### src/rtl/tx_pend_sched.sv
// Per-flow pending-work tracker (ack/data/rt bits) with a round-robin scanner
// that hands one flow at a time, with the kinds it had pending, to the TX engine.
module tx_pend_sched #(
  parameter int MAX_FLOW_CNT = 16,
  parameter int NUM_FLOWS    = MAX_FLOW_CNT,
  parameter int FLOWID_W     = $clog2(NUM_FLOWS)
) (
  input  logic                clk,
  input  logic                rst,

  input  logic                s0_cmd_val,
  input  logic [FLOWID_W-1:0] s0_cmd_flowid,
  input  logic [1:0]          s0_cmd_ack,
  input  logic [1:0]          s0_cmd_data,
  input  logic [1:0]          s0_cmd_rt,
  output logic                s0_cmd_rdy,

  input  logic                s1_cmd_val,
  input  logic [FLOWID_W-1:0] s1_cmd_flowid,
  input  logic [1:0]          s1_cmd_ack,
  input  logic [1:0]          s1_cmd_data,
  input  logic [1:0]          s1_cmd_rt,
  output logic                s1_cmd_rdy,

  output logic                tx_req_val,
  output logic [FLOWID_W-1:0] tx_req_flowid,
  output logic [2:0]          tx_req_kinds,
  input  logic                tx_req_rdy
);

  localparam logic [1:0] OP_SET = 2'd1;
  localparam logic [1:0] OP_CLR = 2'd2;

  typedef enum logic {SCAN, ISSUE} state_t;

  state_t                         state_q, state_d;
  logic [FLOWID_W-1:0]            ptr_q, ptr_d;
  logic [FLOWID_W-1:0]            flowid_q, flowid_d;
  logic [2:0]                     kinds_q, kinds_d;
  logic [NUM_FLOWS-1:0][2:0]      pend_q, pend_d;

  logic                           cmd_val;
  logic [FLOWID_W-1:0]            cmd_flowid;
  logic [2:0][1:0]                cmd_op;

  assign s0_cmd_rdy    = 1'b1;
  assign s1_cmd_rdy    = ~s0_cmd_val;
  assign tx_req_val    = (state_q == ISSUE);
  assign tx_req_flowid = flowid_q;
  assign tx_req_kinds  = kinds_q;

  // s0 always wins; s1 only lands in cycles where s0 is idle.
  always_comb begin
    cmd_val    = s0_cmd_val | s1_cmd_val;
    cmd_flowid = s1_cmd_flowid;
    cmd_op     = {s1_cmd_rt, s1_cmd_data, s1_cmd_ack};
    if (s0_cmd_val) begin
      cmd_flowid = s0_cmd_flowid;
      cmd_op     = {s0_cmd_rt, s0_cmd_data, s0_cmd_ack};
    end
  end

  always_comb begin
    state_d  = state_q;
    ptr_d    = ptr_q;
    flowid_d = flowid_q;
    kinds_d  = kinds_q;
    pend_d   = pend_q;

    case (state_q)
      SCAN: begin
        if (|pend_q[ptr_q]) begin
          flowid_d       = ptr_q;
          kinds_d        = pend_q[ptr_q];
          pend_d[ptr_q]  = 3'b000;
          state_d        = ISSUE;
        end else begin
          ptr_d = ptr_q + FLOWID_W'(1);
        end
      end
      ISSUE: begin
        if (tx_req_rdy) begin
          ptr_d   = ptr_q + FLOWID_W'(1);
          state_d = SCAN;
        end
      end
      default: state_d = SCAN;
    endcase

    // Applied after the grab clear so the command wins a same-cycle collision;
    // a NOP then leaves the just-cleared 0 in place.
    if (cmd_val) begin
      for (int k = 0; k < 3; k++) begin
        if (cmd_op[k] == OP_SET)      pend_d[cmd_flowid][k] = 1'b1;
        else if (cmd_op[k] == OP_CLR) pend_d[cmd_flowid][k] = 1'b0;
      end
    end
  end

  always_ff @(posedge clk) begin
    if (rst) begin
      state_q  <= SCAN;
      ptr_q    <= '0;
      flowid_q <= '0;
      kinds_q  <= '0;
      pend_q   <= '0;
    end else begin
      state_q  <= state_d;
      ptr_q    <= ptr_d;
      flowid_q <= flowid_d;
      kinds_q  <= kinds_d;
      pend_q   <= pend_d;
    end
  end

endmodule

### config.mk
export PLATFORM = sky130hd
export DESIGN_NAME = tx_pend_sched
export DESIGN_NICKNAME = d
export VERILOG_FILES = /design/src/rtl/tx_pend_sched.sv
export SDC_FILE = /design/constraint.sdc
export NUM_CORES = 1
export LEC_CHECK = 0
export BUFFER_PORTS_ARGS = -buffer_cell sky130_fd_sc_hd__clkbuf_2
export CAP_MARGIN = 10
export CORE_ASPECT_RATIO = 0.5
export CORE_MARGIN = 5
export CORE_UTILIZATION = 45
export CTS_BUF_LIST = sky130_fd_sc_hd__clkbuf_8
export DETAILED_ROUTE_END_ITERATION = 8
export PLACE_DENSITY = 0.67
export SYNTH_ARGS = -nofsm -noshare
export SYNTH_HDL_FRONTEND = slang
export SYNTH_SLANG_ARGS = --single-unit
### constraint.sdc
create_clock -name clk -period 2.7 [get_ports clk]
set_input_delay 0.135 -clock clk [delete_from_list [all_inputs] [get_ports clk]]
set_output_delay 0.135 -clock clk [all_outputs]
set_load 0.1 [all_outputs]
==> flow_summary.json, run 1 <==
{
  "status": "complete, no violations",
  "die_area_um2": 10700,
  "final_area_um2": 4420,
  "period_minus_slack_ns": 2.53,
  "regArea_um2": 1200,
  "grt_pass1_vias": 3654,
  "fin_cells": 612,
  "avgViaCountPerCell": 6.21,
  "postCtsSetupBuffers": 0,
  "end_kind": "register",
  "syn_inst": 462,
  "synth_area_leaders": "dfxtp_1 31%, a221oi_2 15%, nand2_1 13%",
  "maxSlewViolCount": 0,
  "clk_pin_slew_ns": 0.07,
  "fp.dieH_um": 75.8,
  "timing.fmax_mhz": 395,
  "clock_latency_ns": 0.35,
  "detailedPlace.worstSlack_ns": 0.134,
  "multiInputGateArea_um2": 2510,
  "ys_ff_latch": 60,
  "place_area_um2": 4180,
  "num-nets-final": 519,
  "power.density_nw_per_um2": 534,
  "fin_setup_tns_ns": 0,
  "area_delta_synth_final_pct": 13.4,
  "clk_path_buf_depth": 2,
  "nFillCells": 822,
  "dp_hpwl_um": 8330,
  "synth_area_um2": 3900,
  "grt_remaining_overflow": 0,
  "hp-class": "in -> reg",
  "synth.avg_cell_area_um2": 8.43,
  "setup_slack_ns": 0.167,
  "synth-seq-area-share": 0.308,
  "yosys.area.top_type": "dfxtp_1",
  "gp_congestion": 0.961,
  "post-place-cells": 596,
  "hold_viol_final": 0,
  "arrival_ns": 2.80,
  "crit_required_ns": 2.97,
  "cts_tree": "yes",
  "antenna_found_initial": 0,
  "grt_usage": 0.234,
  "antenna_cells": 0,
  "fin_crit_sh": 0.938,
  "ant_nets": 0,
  "crit_fanout": 16,
  "path_class": "reg -> reg",
  "start_kind": "register",
  "grt_max_degree": 33,
  "firstDrtPassIters": 5,
  "finalSetupViolCount": 0,
  "drt-initial-drc-count": 505,
  "numClockSinks": 60,
  "worst_pin_slew_ns": 0.764,
  "syn_nets": 491,
  "drv_cap": 0,
  "yosysTopAreaCellShare": 0.308,
  "grt_pass1_wl_um": 19400,
  "rsz0062_at_grt": "no",
  "row_count": 24,
  "wl_per_cell_um": 19.8,
  "fin_util": 0.516,
  "leakagePower_nw": 1.44,
  "numCtsBuffers": 9,
  "ys_warn_count": 0,
  "vias": 3799,
  "die_w_um": 142,
  "route.detailed.drc": 0,
  "finalClockSkew_ns": 0.00989,
  "finalWirelength_um": 12100,
  "core_um2": 8560,
  "start_util": 0.455,
  "port_buffers": 33,
  "h-tree-depth": 3,
  "ios": 35,
  "synth_cell_types": 39,
  "relSlewSlack": 0.489,
  "drive_above_1_share": 0.228,
  "irDropWorstVdd_v": 0.000277,
  "cts_root_buffer": "clkbuf_8"
}
==> through the flow <==
stage / total power [mW] / hold slack, ns
floorplan: 1.26 / 0.377
global placement: 1.38 / 0.484
detailed placement: 1.38 / 0.482
CTS: 2.35 / 0.229
global route: 2.43 / 0.284
finish: 2.36 / 0.247
==> cells by family (layout without fill, tap and decap cells) <==
family          after synthesis  count (layout)  synth area share
other cells                   1               1          0.000962
simple gates                205             205             0.213
mux                          18              18            0.0967
xor+xnor                      1               1           0.00225
buf+inv                      41              74            0.0520
flops                        60              60             0.308
compound gates              132             132             0.314
fa+ha+maj                     4               4            0.0128
==> Yosys cell counts, drive strengths merged <==
master,count
o22a,2
and2,1
nor2b,12
mux2i,5
inv,7
a32oi,5
o41ai,1
mux4,12
nand4,1
clkbuf,27
o32a,2
a221oi,48
o32ai,2
o31ai,4
o21ai,50
a22o,2
ha,4
dfxtp,60
buf,7
a21oi,1
o22ai,2
nand2,136
nand2b,3
a31o,1
a22oi,10
nand3b,4
a32o,2
conb,1
mux2,1
nor2,48
xnor2,1
==> registers in the layout (all words and copies together), names as in the netlist <==
register / flops
pend_q: 48
ptr_q: 4
tx_req_flowid: 4
tx_req_kinds: 3
tx_req_val: 1
==> worst max-delay path: stages, from the launching register on <==
cell and delay, ns:
dfxtp_1 0.34, buf_4 0.23, mux4_1 0.58, a22oi_1 0.23, nand2_1 0.21, o31ai_4 0.25
buf_6 0.22, nor2_1 0.13, a221oi_2 0.26
==> power breakdown <==
part / internal (mW) / switching [mW] / leakage [nW]
Combinational: 0.150 / 0.307 / 0.826
Clock: 0.603 / 0.380 / 0.126
Sequential: 0.905 / 0.0147 / 0.484
Total: 1.66 / 0.701 / 1.44
==> layer usage <==
metal	part of all wire	routed length, um	global-route usage
met2	0.40	4820	0.343
met3	0.12	1500	0.0790
met4	0.021	259	0.0809
met5	0	0	0
met1	0.46	5560	0.324
==> timing repair <==
| item | 4_1_cts | 5_1_grt |
|---|---|---|
| setup endpoints to repair | 0 | 48 |
| resized for setup | 0 | 2 |
| hold buffers | 0 | 0 |
==> path summary, 6_finish.rpt <==
path / start / to / slack, ns / cells past startpoint
worst max register to register: ptr_q[0]$_SDFFE_PP0P_ / pend_q[45]$_SDFF_PP0_ / 0.17 / 8
worst max-delay path: ptr_q[0]$_SDFFE_PP0P_ / pend_q[45]$_SDFF_PP0_ / 0.17 / 8
worst min-delay path: tx_req_rdy / tx_req_val$_SDFF_PP0_ / 0.25 / 5
worst min register to register: tx_req_flowid[1]$_SDFFE_PP0P_ / tx_req_flowid[1]$_SDFFE_PP0P_ / 0.50 / 2
==> layout by cell type, fill, tap and decap left out, types with 5 or more instances in the layout <==
| master | count |
|---|---|
| buf_4 | 17 |
| nor2_1 | 48 |
| nor2b_1 | 12 |
| dfxtp_1 | 60 |
| clkbuf_8 | 9 |
| a22oi_1 | 10 |
| mux2i_1 | 5 |
| a221oi_1 | 9 |
| mux4_1 | 12 |
| o21ai_0 | 50 |
| inv_1 | 8 |
| a221oi_2 | 39 |
| a32oi_1 | 5 |
| nand2_1 | 134 |
| clkbuf_2 | 33 |
==> cell type report <==
type / instances / share of cell area
Clock inverter: 7 / 0.0243
Inverter: 7 / 0.00595
Sequential cell: 60 / 0.272
Tap cell: 117 / 0.0331
Timing Repair Buffer: 51 / 0.0688
Clock buffer: 9 / 0.0280
Multi-Input combinational cell: 361 / 0.568
Power figures use the tool's default switching activity.
==> run 2, diff against run 1 <==
--- a/config.mk
+++ b/config.mk
@@ -13,3 +13,5 @@
 export CTS_BUF_LIST = sky130_fd_sc_hd__clkbuf_8
+export CTS_CLUSTER_SIZE = 10
 export DETAILED_ROUTE_END_ITERATION = 8
+export GPL_ROUTABILITY_DRIVEN = 0
 export PLACE_DENSITY = 0.67
==> constraint.sdc (replaced) <==
create_clock -name clk -period 2.7 [get_ports clk]
set_input_delay 0.27 -clock clk [delete_from_list [all_inputs] [get_ports clk]]
set_output_delay 0.27 -clock clk [all_outputs]
set_load 0.1 [all_outputs]
==> flow_summary.json, run 2 (same netlist as run 1, synthesis figures left out) <==
{
  "status": "complete, no violations",
  "crit_fanout": 16,
  "drt-initial-drc-count": 291,
  "cts_tree": "yes",
  "h-tree-depth": 3,
  "grt_usage": 0.227,
  "firstDrtPassIters": 5,
  "port_buffers": 33,
  "reg2regPathDepth": 8,
  "rsz0062_at_grt": "no",
  "final_common_cell": "nand2_1",
  "mostFrequentLayoutCells": "134 x nand2_1, 60 x dfxtp_1, 50 x o21ai_0",
  "nFillCells": 825,
  "area_delta_synth_final_pct": 12.5,
  "hp-class": "in -> reg",
  "fin_crit_sh": 0.944,
  "regMostFlops": "pend_q",
  "timing.fmax_mhz": 392,
  "hp-start": "rst",
  "hold_end": "pend_q[15]$_SDFF_PP0_",
  "relSlewSlack": 0.523,
  "fp.dieH_um": 75.8,
  "hold_buffers": 0,
  "drive_above_1_share": 0.235,
  "route.detailed.drc": 0,
  "clock_latency_ns": 0.34,
  "power.density_nw_per_um2": 476,
  "path_class": "reg -> reg",
  "power_mw": 2.09,
  "finalClockSkew_ns": 0.00911,
  "antenna_cells": 0,
  "die_area_um2": 10700,
  "end_kind": "register",
  "clk_path_buf_depth": 2,
  "numClockSinks": 60,
  "avgViaCountPerCell": 6.23,
  "core_um2": 8560,
  "grt_pass1_wl_um": 18900,
  "num-nets-final": 520,
  "clk_pin_slew_ns": 0.07,
  "row_count": 24,
  "largest_register_ffs": 48,
  "dp_hpwl_um": 8160,
  "leakagePower_nw": 1.41,
  "r2r-start": "ptr_q[0]$_SDFFE_PP0P_",
  "finalWirelength_um": 11900,
  "worst_pin_slew_ns": 0.716,
  "cts_root_buffer": "clkbuf_8",
  "arrival_ns": 2.80,
  "die_w_um": 142,
  "maxSlewViolCount": 0,
  "ios": 35,
  "numCtsBuffers": 9,
  "start_kind": "register",
  "period_minus_slack_ns": 2.55,
  "finalSetupViolCount": 0,
  "start_util": 0.455,
  "hold_viol_final": 0,
  "vias": 3808,
  "crit_required_ns": 2.95,
  "drv_cap": 0,
  "timing.rr.end": "pend_q[3]$_SDFF_PP0_",
  "antenna_found_initial": 0,
  "irDropWorstVdd_v": 0.000245,
  "grt_max_degree": 38,
  "ant_nets": 0,
  "fin_setup_tns_ns": 0,
  "fin_cells": 611,
  "min_path_cells": 2,
  "grt_pass1_vias": 3640,
  "grt_remaining_overflow": 0,
  "r2r_slack_ns": 0.15,
  "wl_per_cell_um": 19.5,
  "post-place-cells": 597
}
-- run 2: cell types whose count changed in the layout (fill, tap and decap cells not counted) --
cell	change
a221oi_2	+2
buf_12	+1
clkbuf_8	+1
bufinv_16	-3
clkinv_2	+1
a22oi_1	-1
inv_1	-1
a221oi_1	-2
a22oi_2	+1
-- run 2: where the power goes --
| group | switching (mW) | internal [mW] | total [mW] |
|---|---|---|---|
| Sequential | 0.0155 | 0.905 | 0.920 |
| Clock | 0.348 | 0.339 | 0.687 |
| Combinational | 0.319 | 0.159 | 0.477 |
| Total | 0.682 | 1.40 | 2.09 |
-- run 2: worst max-delay path, stage by stage (launching register included) --
cell      delay [ns]
dfxtp_1         0.37
buf_12          0.16
mux4_1          0.57
a22oi_1         0.26
nand2_2         0.17
o31ai_4         0.27
buf_6           0.22
nor2_1          0.14
a221oi_2        0.27
-- run 2: how the worst max path moves through the flow --
stage | start | endpoint | slack (ns) | cells after the start
6_report | ptr_q[0]$_SDFFE_PP0P_ | pend_q[3]$_SDFF_PP0_ | 0.15 | 8
5_1_grt | ptr_q[0]$_SDFFE_PP0P_ | pend_q[40]$_SDFF_PP0_ | 0.01 | 8
4_1_cts | ptr_q[0]$_SDFFE_PP0P_ | pend_q[3]$_SDFF_PP0_ | 0.11 | 8
3_5_place_dp | ptr_q[0]$_SDFFE_PP0P_ | pend_q[3]$_SDFF_PP0_ | 0.12 | 8
3_3_place_gp | ptr_q[0]$_SDFFE_PP0P_ | pend_q[30]$_SDFF_PP0_ | 0.15 | 8
2_1_floorplan | ptr_q[0]$_SDFFE_PP0P_ | ptr_q[3]$_SDFFE_PP0P_ | 0.24 | 8
-- run 2: final cells by class --
cell class	count	area, um2	area share
multi-input combinational	361	2530	0.577
sequential	60	1200	0.274
timing repair buffer	52	324	0.0740
tap	117	146	0.0334
clock buffer	10	138	0.0314
inverter	7	26.3	0.00600
clock inverter	4	18.8	0.00428
-- run 2: repair_timing --
action / CTS / global route
setup endpoints to repair: 0 / 46
setup buffers: 0 / 0
resized for setup: 0 / 5
hold endpoints to repair: 0 / 0
-- run 2: per-layer routing --
layer	share of wire	global-route usage
met1	0.45	0.312
met3	0.12	0.0658
met5	0	0
met2	0.41	0.345
met4	0.023	0.0755
-- run 2: metrics by stage --
step | utilization | worst slack, ns | hold WS, ns | instance area (um2)
CTS | 0.509 | 0.106 | 0.231 | 4360
finish | 0.512 | 0.152 | 0.236 | 4380
floorplan | - | 0.245 | 0.466 | 3900
global route | 0.512 | 0.0138 | 0.240 | 4380
global placement | 0.491 | 0.149 | 0.475 | 4200
detailed placement | 0.491 | 0.122 | 0.478 | 4200
==> run 3, diff against run 2 <==
Settings changed: ABC_AREA set to 1, CORE_MARGIN 5 to not set, CORE_UTILIZATION 45 to 59, PLACE_DENSITY 0.67 to 0.83.
==> flow_summary.json, run 3 <==
{
  "status": "complete, no violations",
  "nFillCells": 522,
  "timing.fmax_mhz": 464,
  "core_um2": 6080,
  "route.detailed.drc": 0,
  "start_kind": "register",
  "grt_remaining_overflow": 0,
  "synth_cell_types": 28,
  "power.density_nw_per_um2": 809,
  "path_class": "reg -> reg",
  "use_met1": 0.429,
  "place_area_um2": 3900,
  "ant_nets": 0,
  "antenna_found_initial": 0,
  "hold_viol_final": 0,
  "synth-seq-area-share": 0.322,
  "switchingPower_mw": 1.49,
  "grtUsageMet2": 0.452,
  "numCtsBuffers": 9,
  "post-place-cells": 666,
  "crit_required_ns": 2.98,
  "syn_inst": 565,
  "fp.dieH_um": 58.2,
  "start_util": 0.613,
  "ys_ff_latch": 60,
  "yosysTopAreaCellShare": 0.322,
  "clock_latency_ns": 0.35,
  "drive_above_1_share": 0.194,
  "clk_path_buf_depth": 2,
  "period_minus_slack_ns": 2.16,
  "ys.flop_type": "dfxtp_1",
  "fin_util": 0.676,
  "end_kind": "register",
  "arrival_ns": 2.43,
  "detailedPlace.worstSlack_ns": 0.545,
  "postCtsSetupBuffers": 0,
  "die_w_um": 114,
  "vias": 3728,
  "area_delta_synth_final_pct": 10.2,
  "firstDrtPassIters": 5,
  "port_buffers": 33,
  "grt_usage": 0.303,
  "final_common_cell": "nand2_1",
  "mostFrequentLayoutCells": "204 x nand2_1, 87 x a21oi_1, 60 x dfxtp_1",
  "die_area_um2": 6660,
  "leakagePower_nw": 1.79,
  "grt.busiest_layer": "met2",
  "h-tree-depth": 3,
  "antenna_cells": 0,
  "numClockSinks": 60,
  "ys_warn_count": 0,
  "grt_pass1_vias": 3166,
  "synth.most_common_cell": "nand2_1",
  "worst_pin_slew_ns": 0.741,
  "grt_pass1_wl_um": 15300,
  "grt_max_degree": 61,
  "crit_fanout": 21,
  "fin_setup_tns_ns": 0,
  "synth_area_leaders": "dfxtp_1 32%, nand2_1 21%, a21oi_1 12%",
  "synthTopCellsByCount": "204 x nand2_1, 87 x a21oi_1, 60 x dfxtp_1",
  "post_cts_resized": 0,
  "clk_pin_slew_ns": 0.06,
  "synth_area_um2": 3730,
  "largest_register_ffs": 48,
  "setup_slack_ns": 0.544,
  "relSlewSlack": 0.506,
  "clockPowerShare": 0.259,
  "intPower_mw": 1.83,
  "ios": 35,
  "irDropWorstVdd_v": 0.000366,
  "cts_root_buffer": "clkbuf_8",
  "wl_per_cell_um": 13.7,
  "rsz0062_at_grt": "no",
  "final_area_um2": 4110,
  "cts_tree": "yes",
  "avgViaCountPerCell": 5.48,
  "hp-class": "in -> reg",
  "finalWirelength_um": 9310,
  "synth.avg_cell_area_um2": 6.60,
  "p_comb_frac": 0.446,
  "maxSlewViolCount": 0,
  "p_sw_frac": 0.449,
  "yosys.area.top_type": "dfxtp_1",
  "dp_hpwl_um": 6500,
  "async_reset_ff_frac": 0,
  "p_seq_frac": 0.295,
  "syn_nets": 594,
  "finalSetupViolCount": 0,
  "row_count": 20,
  "finalClockSkew_ns": 0.00917,
  "fin_crit_sh": 0.799,
  "drt-initial-drc-count": 353,
  "synth_edf_count": 0,
  "regMostFlops": "pend_q",
  "fin_cells": 680,
  "drv_cap": 0,
  "grt_use_met3": 0.0669,
  "hold_buffers": 0,
  "num-nets-final": 618
}
-- run 3: worst paths after layout --
kind / startpoint / endpoint / slack, ns / depth (start not counted)
min reg2reg: tx_req_flowid[1]$_SDFFE_PP0P_ / tx_req_flowid[1]$_SDFFE_PP0P_ / 0.47 / 2
min: tx_req_rdy / ptr_q[2]$_SDFFE_PP0P_ / 0.32 / 4
max: ptr_q[0]$_SDFFE_PP0P_ / tx_req_kinds[1]$_SDFFE_PP0P_ / 0.54 / 11
max reg2reg: ptr_q[0]$_SDFFE_PP0P_ / tx_req_kinds[1]$_SDFFE_PP0P_ / 0.54 / 11
-- run 3: through the flow --
stage          hold WS (ns)  power (mW)
2_1_floorplan         0.515        2.29
3_3_place_gp          0.450        2.45
3_5_place_dp          0.459        2.46
4_1_cts               0.315        3.32
5_1_grt               0.362        3.50
6_report              0.322        3.32
-- run 3: routing by layer --
metal | wire length, um | part of all wire
met5 | 0 | 0
met4 | 151 | 0.016
met3 | 891 | 0.096
met2 | 4000 | 0.43
met1 | 4270 | 0.46
-- run 3: worst max-delay path, cell delays in order, from the launching register on --
cell,delay (ns)
dfxtp_1,0.40
buf_4,0.23
nand2_1,0.08
nand3_1,0.13
nand2_1,0.06
nand2_1,0.05
nand2_1,0.06
nor2_2,0.19
nand3_4,0.31
nand2_1,0.33
nand2_1,0.10
a21oi_1,0.13
-- run 3: power groups by stage --
stage               combinational, mW  sequential [mW]  clock, mW
detailed placement               1.46             1.00          0
global route                     1.60            0.986      0.915
finish                           1.48            0.981      0.860
floorplan                        1.07             1.22          0
CTS                              1.47            0.981      0.870
global placement                 1.45             1.00          0
-- run 3: area by class of cell --
| class | instances | area [um2] | share of cell area |
|---|---|---|---|
| clock buffer | 13 | 179 | 0.0436 |
| inverter | 59 | 226 | 0.0551 |
| multi-input combinational | 415 | 2110 | 0.514 |
| tap | 88 | 110 | 0.0268 |
| timing repair buffer | 44 | 248 | 0.0603 |
| sequential | 60 | 1200 | 0.292 |
| clock inverter | 1 | 30.0 | 0.00731 |
-- run 3: logic make-up after synthesis --
logic type	after synthesis	synth area share
buffers and inverters	90	0.111
AOI/OAI and AO/OA	113	0.172
adders and majority gates	4	0.0134
and+or+nand+nor	292	0.368
muxes	3	0.00805
DFF	60	0.322
xor gates and xnor gates	2	0.00470
other	1	0.00101
